==> config.mk <==
export PLATFORM = sky130hd
export DESIGN_NAME = gshare_predictor
export DESIGN_NICKNAME = d
export VERILOG_FILES = /design/src/rtl/gshare_predictor.sv
export SDC_FILE = /design/constraint.sdc
export NUM_CORES = 1
export LEC_CHECK = 0
export ABC_AREA = 1
export CAP_MARGIN = 20
export CORE_UTILIZATION = 30
export DETAILED_ROUTE_END_ITERATION = 16
export DONT_BUFFER_PORTS = 1
export SETUP_SLACK_MARGIN = 0.2
export SLEW_MARGIN = 5
export SYNTH_ARGS = -nofsm -noshare
export SYNTH_HDL_FRONTEND = slang
export SYNTH_SLANG_ARGS = --single-unit
==> constraint.sdc <==
create_clock -name clk -period 4.6 [get_ports clk]
set_clock_uncertainty 0.2 [all_clocks]
set_input_delay 0.92 -clock clk [delete_from_list [all_inputs] [get_ports clk]]
set_output_delay 0.92 -clock clk [all_outputs]
set_load 0.01 [all_outputs]
==> src/rtl/gshare_predictor.sv <==
// -----------------------------------------------------------------------------
// gshare_predictor
//
// Gshare branch direction predictor. A table of 2^IDX_W saturating counters is
// indexed with (pc_F[IDX_W+1:2] ^ GHR) and read combinationally in fetch.
// Resolved branches/jumps in execute update the counter at the index carried
// from fetch and shift the global history register. After reset or flush_tbl
// the table is re-initialised by a one-entry-per-cycle sweep.
//
// Ports:
//   clk, rst_n     clock, asynchronous active-low reset
//   pc_F           fetch PC
//   predict_F      predicted direction (MSB of ctr_F)
//   ctr_F          counter read at idx_F (post-update value on bypass)
//   idx_F          hashed table index, carried by the pipeline to idx_E
//   branch_E       resolved conditional branch
//   jump_E         resolved unconditional jump
//   take_E         actual outcome
//   pred_E         prediction carried with the branch
//   idx_E          index carried from fetch
//   mispredict_E   combinational mispredict flag
//   flush_tbl      synchronous table re-initialisation request
//   clr_stats      synchronous clear of the performance counters
//   ready          table valid, predictor in RUN
//   cnt_branch     saturating count of branches resolved while ready
//   cnt_miss       saturating count of mispredicted branches
// -----------------------------------------------------------------------------
module gshare_predictor #(
  parameter int IDX_W    = 6,
  parameter int HIST_W   = 6,
  parameter int CTR_W    = 2,
  parameter int INIT_CTR = 2 ** (CTR_W - 1),
  parameter int CNT_W    = 16
) (
  input  logic             clk,
  input  logic             rst_n,
  input  logic [31:0]      pc_F,
  output logic             predict_F,
  output logic [CTR_W-1:0] ctr_F,
  output logic [IDX_W-1:0] idx_F,
  input  logic             branch_E,
  input  logic             jump_E,
  input  logic             take_E,
  input  logic             pred_E,
  input  logic [IDX_W-1:0] idx_E,
  output logic             mispredict_E,
  input  logic             flush_tbl,
  input  logic             clr_stats,
  output logic             ready,
  output logic [CNT_W-1:0] cnt_branch,
  output logic [CNT_W-1:0] cnt_miss
);

  localparam int               DEPTH    = 1 << IDX_W;
  // The sweep pointer carries one extra bit: reaching DEPTH means "all
  // entries written", and the move to RUN happens on the following edge.
  localparam logic [IDX_W:0]   PTR_END  = {1'b1, {IDX_W{1'b0}}};
  localparam logic [CTR_W-1:0] CTR_MAX  = '1;
  localparam logic [CTR_W-1:0] CTR_INIT = CTR_W'(INIT_CTR);
  localparam logic [CNT_W-1:0] CNT_MAX  = '1;

  typedef enum logic {ST_INIT, ST_RUN} state_t;

  state_t             state_q, state_d;
  logic [IDX_W:0]     init_ptr_q, init_ptr_d;
  logic [HIST_W-1:0]  ghr_q;
  logic [CTR_W-1:0]   pht [DEPTH];

  logic               run;
  logic               upd_en;
  logic               bypass;
  logic               shift_bit;
  logic [CTR_W-1:0]   ctr_old;
  logic [CTR_W-1:0]   ctr_new;
  logic               unused_pc;

  // Only pc_F[IDX_W+1:2] participates in the hash.
  assign unused_pc = ^{pc_F[31:IDX_W+2], pc_F[1:0]};

  assign run          = (state_q == ST_RUN);
  assign ready        = run;
  assign idx_F        = pc_F[IDX_W+1:2] ^ IDX_W'(ghr_q);
  // flush_tbl wins over any same-cycle update, so it also suppresses bypass.
  assign upd_en       = run & (branch_E | jump_E) & ~flush_tbl;
  assign bypass       = upd_en & (idx_E == idx_F);
  assign shift_bit    = branch_E ? take_E : 1'b1;
  assign mispredict_E = branch_E & run & (pred_E ^ take_E);
  assign ctr_old      = pht[idx_E];

  // Next counter value: branches saturate up/down, jumps force strongly taken.
  // NOTE: every always_comb output gets a default first so no path can leave
  // it unassigned, which would infer a latch.
  always_comb begin
    ctr_new = CTR_MAX;
    if (branch_E) begin
      if (take_E) ctr_new = (ctr_old == CTR_MAX) ? ctr_old : ctr_old + CTR_W'(1);
      else        ctr_new = (ctr_old == '0)      ? ctr_old : ctr_old - CTR_W'(1);
    end
  end

  always_comb begin
    ctr_F = '0;
    if (run) ctr_F = bypass ? ctr_new : pht[idx_F];
  end

  assign predict_F = ctr_F[CTR_W-1];

  // FSM next state and sweep pointer.
  always_comb begin
    state_d    = state_q;
    init_ptr_d = init_ptr_q;
    case (state_q)
      ST_INIT: begin
        if (init_ptr_q == PTR_END) state_d = ST_RUN;
        else                       init_ptr_d = init_ptr_q + 1'b1;
      end
      ST_RUN:  ;
      default: state_d = ST_INIT;
    endcase
    if (flush_tbl) begin
      state_d    = ST_INIT;
      init_ptr_d = '0;
    end
  end

  // NOTE: sequential state uses non-blocking assignments so every register
  // samples its inputs as they were before the edge.
  always_ff @(posedge clk or negedge rst_n) begin
    if (!rst_n) begin
      state_q    <= ST_INIT;
      init_ptr_q <= '0;
    end else begin
      state_q    <= state_d;
      init_ptr_q <= init_ptr_d;
    end
  end

  always_ff @(posedge clk or negedge rst_n) begin
    if (!rst_n)         ghr_q <= '0;
    else if (flush_tbl) ghr_q <= '0;
    else if (upd_en)    ghr_q <= HIST_W'({ghr_q, shift_bit});
  end

  // NOTE: the counter table has no reset; the INIT sweep gives it defined
  // contents and predictions are masked to 0 until the sweep completes.
  always_ff @(posedge clk) begin
    if (!flush_tbl) begin
      if (state_q == ST_INIT && !init_ptr_q[IDX_W])
        pht[init_ptr_q[IDX_W-1:0]] <= CTR_INIT;
      else if (upd_en)
        pht[idx_E] <= ctr_new;
    end
  end

  // Performance counters saturate at all-ones; clr_stats overrides increments.
  always_ff @(posedge clk or negedge rst_n) begin
    if (!rst_n) begin
      cnt_branch <= '0;
      cnt_miss   <= '0;
    end else if (clr_stats) begin
      cnt_branch <= '0;
      cnt_miss   <= '0;
    end else if (run && branch_E && !flush_tbl) begin
      if (cnt_branch != CNT_MAX)                 cnt_branch <= cnt_branch + 1'b1;
      if (mispredict_E && (cnt_miss != CNT_MAX)) cnt_miss   <= cnt_miss + 1'b1;
    end
  end

endmodule

==> metrics.csv <==
stage;metric;value;unit
outcome;outcome;completed;
placed_design;post-place-ws;718;ps
route;drt_iter0_markers;703;
logic_synthesis;synth-simple-area-share;0.345;
route;drc_errors;0;
floorplan;initial_core_util;0.305;
pwr;p_per_area;324;nW/um^2
sta;worstMarginPinSlew;868;ps
sta;timing.final.crit_period;3880;ps
critical_path;cp-start-kind;input port;
cells_and_area;drive_above_1_share;0.0689;
route;wire_per_inst;18.2;um
pwr;p_int;0.00254;W
logic_synthesis;synth_edf_count;128;
critical_path;cp_slowest_stage_delay;460;ps
cells_and_area;final_util;0.342;
logic_synthesis;ys_seq_area_frac;0.536;
logic_synthesis;synth_area_leader_cell;edfxtp_1;
global_routing;antenna_found_initial;1;
sta;relSlewSlack;0.419;
pwr;combPwrFrac;0.083;
placed_design;placedCellCount;1495;
pwr;p_sw;0.000847;W
run;maxCapViolations;0;
cells_and_area;finalNetCount;1169;
sta;finalMaxSlewViolations;0;
logic_synthesis;synth_compound_area_frac;0.0503;
route;wirelength;27700;um
clock_network;h-tree-depth;4;
worst_hold_path;hp-class;in2async;
logic_synthesis;syn_inst;1130;
cells_and_area;fin_cells;1528;
pwr;p_seq_frac;0.498;
global_routing;grt_pass1_vias;8101;
sta;hold_viol;0;
critical_path;path_cells;xnor2_2 > buf_4 > xor2_1 > nor3_1 > nand4_1 > nand3_1 > nand2_1 > nor2_1;
global_routing;grt_pass1_wl;43700;um
sta;setup_tns;0;ps
clock_network;post_cts_buffers;0;
sta;post-route-period-util;0.844;
pwr;swShare;0.250;
route;vias_per_cell;5.32;
clock_network;cts_made_buffers;17;
critical_path;worstSetupPathType;in2out;
logic_synthesis;ys_ff_latch;174;
critical_path;worst_setup_path_end_kind;output pin;
clock_network;cts_resized;0;
logic_synthesis;synth.most_common_cell;nand2_1;
logic_synthesis;synth_area_leaders;edfxtp_1, nand2_1, nand3_1;
sta;max_freq;0.258;GHz
floorplan;core;30600;um^2
logic_synthesis;syn_area;9320;um^2
critical_path;cpLargestDelayFamily;simple AND/OR/NAND/NOR gates;
critical_path;cp_max_fo;11;
sta;setup_ws;719;ps
route;ant_nets;0;
placed_design;dp_hpwl;17700;um
floorplan;die_h;178;um
floorplan;pin_count;89;
pwr;leakage;4.06;nW
clock_network;clk_pin_slew;70;ps
floorplan;dieArea;31800;um^2
global_routing;grt-ovfl-total;0;
critical_path;path_buf_inv;1;
clock_network;root_buffer;clkbuf_16;
logic_synthesis;syn_avg_cell_area;8.25;um^2
logic_synthesis;synth_cell_type_count;40;
global_routing;track_usage;0.180;
pwr;pwr-share-clk;0.420;
placed_design;io_buffers;0;
critical_path;startpoint;pc_F[4];
logic_synthesis;yosysWarnings;0;
sta;finalSetupViolCount;0;
clock_network;numClockSinks;174;
global_routing;grtUsageMet1;0.226;
route;vias;8125;
critical_path;required;3480;ps
global_routing;met3_usage;0.0369;
logic_synthesis;synthAdderAreaFrac;0.00537;
logic_synthesis;synthTopCellsByCount;nand2_1, nand3_1, edfxtp_1, nor2_1, inv_1;
pwr;ir_worst_vdd;0.168;mV
pwr;power;0.00338;W
placed_design;gp_congestion;0.895;
global_routing;grt_max_degree;69;
sta;rsz0062_at_grt;no;
clock_network;clk_path_buf_depth;2;
critical_path;cp.arrival;2760;ps
floorplan;die_x;178;um
critical_path;r2r_start;ready$_DFF_PN0_;
clock_network;cts_tree;done;
cells_and_area;area_growth;12.1;%
floorplan;core.rowCount;64;
global_routing;busiest_layer;met2;
clock_network;clk_latency;440;ps
logic_synthesis;synth_top_family_by_area;simple AND/OR/NAND/NOR gates;
logic_synthesis;synth_async_sr_flop_share;0.264;
route;drt-pass1-iter-count;7;
logic_synthesis;netlist.area_leader.share;0.412;
logic_synthesis;ys.flop_type;edfxtp_1;
logic_synthesis;synth_mux_area_frac;0;
logic_synthesis;synth_nets;1180;
cells_and_area;n_antenna_cell;0;
critical_path;slowest_stage;xnor2_2;
logic_synthesis;synth-xor-area-share;0.0121;
clock_network;holdBufCountCts;1;
global_routing;use_met2;0.299;
[layout make-up]
cell class	instances	area [um^2]
fill	3170	20100
sequential	174	4990
multi-input combinational	835	3890
clock buffer	22	495
tap	396	495
inverter	68	255
timing repair buffer	23	243
clock inverter	10	76.3
[state kept, by name (all words and copies together), names as in the netlist]
name        flops
pht           128
cnt_branch     16
cnt_miss       16
init_ptr_q      7
ghr_q           6
ready           1
[power by group through the flow]
stage,registers (W),clock network [W],logic (W)
6_report,0.00168,0.00142,0.000280
5_1_grt,0.00168,0.00150,0.000307
4_1_cts,0.00168,0.00143,0.000278
3_5_place_dp,0.00172,0,0.000265
3_3_place_gp,0.00172,0,0.000263
2_1_floorplan,0.00171,0,0.000194
[worst paths after layout]
path                                             end  slack [ps]  cells after the start
max reg2reg                     pht[33][1]$_DFFE_PP_        1140                      8
min reg2reg                init_ptr_q[6]$_DFFE_PN0P_         320                      1
min in group clk           init_ptr_q[6]$_DFFE_PN0P_         320                      1
min                          cnt_miss[9]$_DFFE_PN0P_         130                      1
max                                        predict_F         720                      8
max in group asynchronous  cnt_branch[6]$_DFFE_PN0P_        3860                      1
[through the flow]
step                      instance area, um^2  hold WS, ps
after floorplan                          9320          274
after global placement                   9850          306
after detailed placement                 9850          301
after CTS                               10500          128
after global routing                    10500          137
final                                   10500          127
[cells in the final DEF (no fill, tap or decap), types with 4 or more instances in the layout]
master	n
o21ai_0	26
inv_1	60
nand2_1	356
inv_2	4
xor2_1	8
dfrtp_1	46
nor2_1	86
o22ai_1	5
clkinv_1	4
edfxtp_1	128
nand4_1	15
buf_4	18
a21oi_1	27
nor3_1	10
nor4_1	11
clkbuf_16	18
ha_1	4
buf_12	4
nand3_1	254
[cell families after synthesis]
family | after synthesis
xor gates and xnor gates | 12
buffers and inverters | 121
adders and majority gates | 4
DFF | 174
AOI/OAI and AO/OA | 78
and+or+nand+nor | 741
[routing by layer]
| layer | part of all wire | vias to the layer above |
|---|---|---|
| li1 | - | 3825 |
| met1 | 0.42 | 3862 |
| met2 | 0.47 | 377 |
| met3 | 0.085 | 59 |
| met4 | 0.028 | 2 |
| met5 | 0.00047 | - |
[worst reg2reg max path, cell delays in order, from the launching register on]
cell and delay, ps:
dfrtp_1 570, nand2_1 300, a21oi_4 300, inv_2 220, nand2_1 130, o21ai_2 130, inv_1 250, nand4_1 620
nor2_1 420
Power figures use the tool's default switching activity.
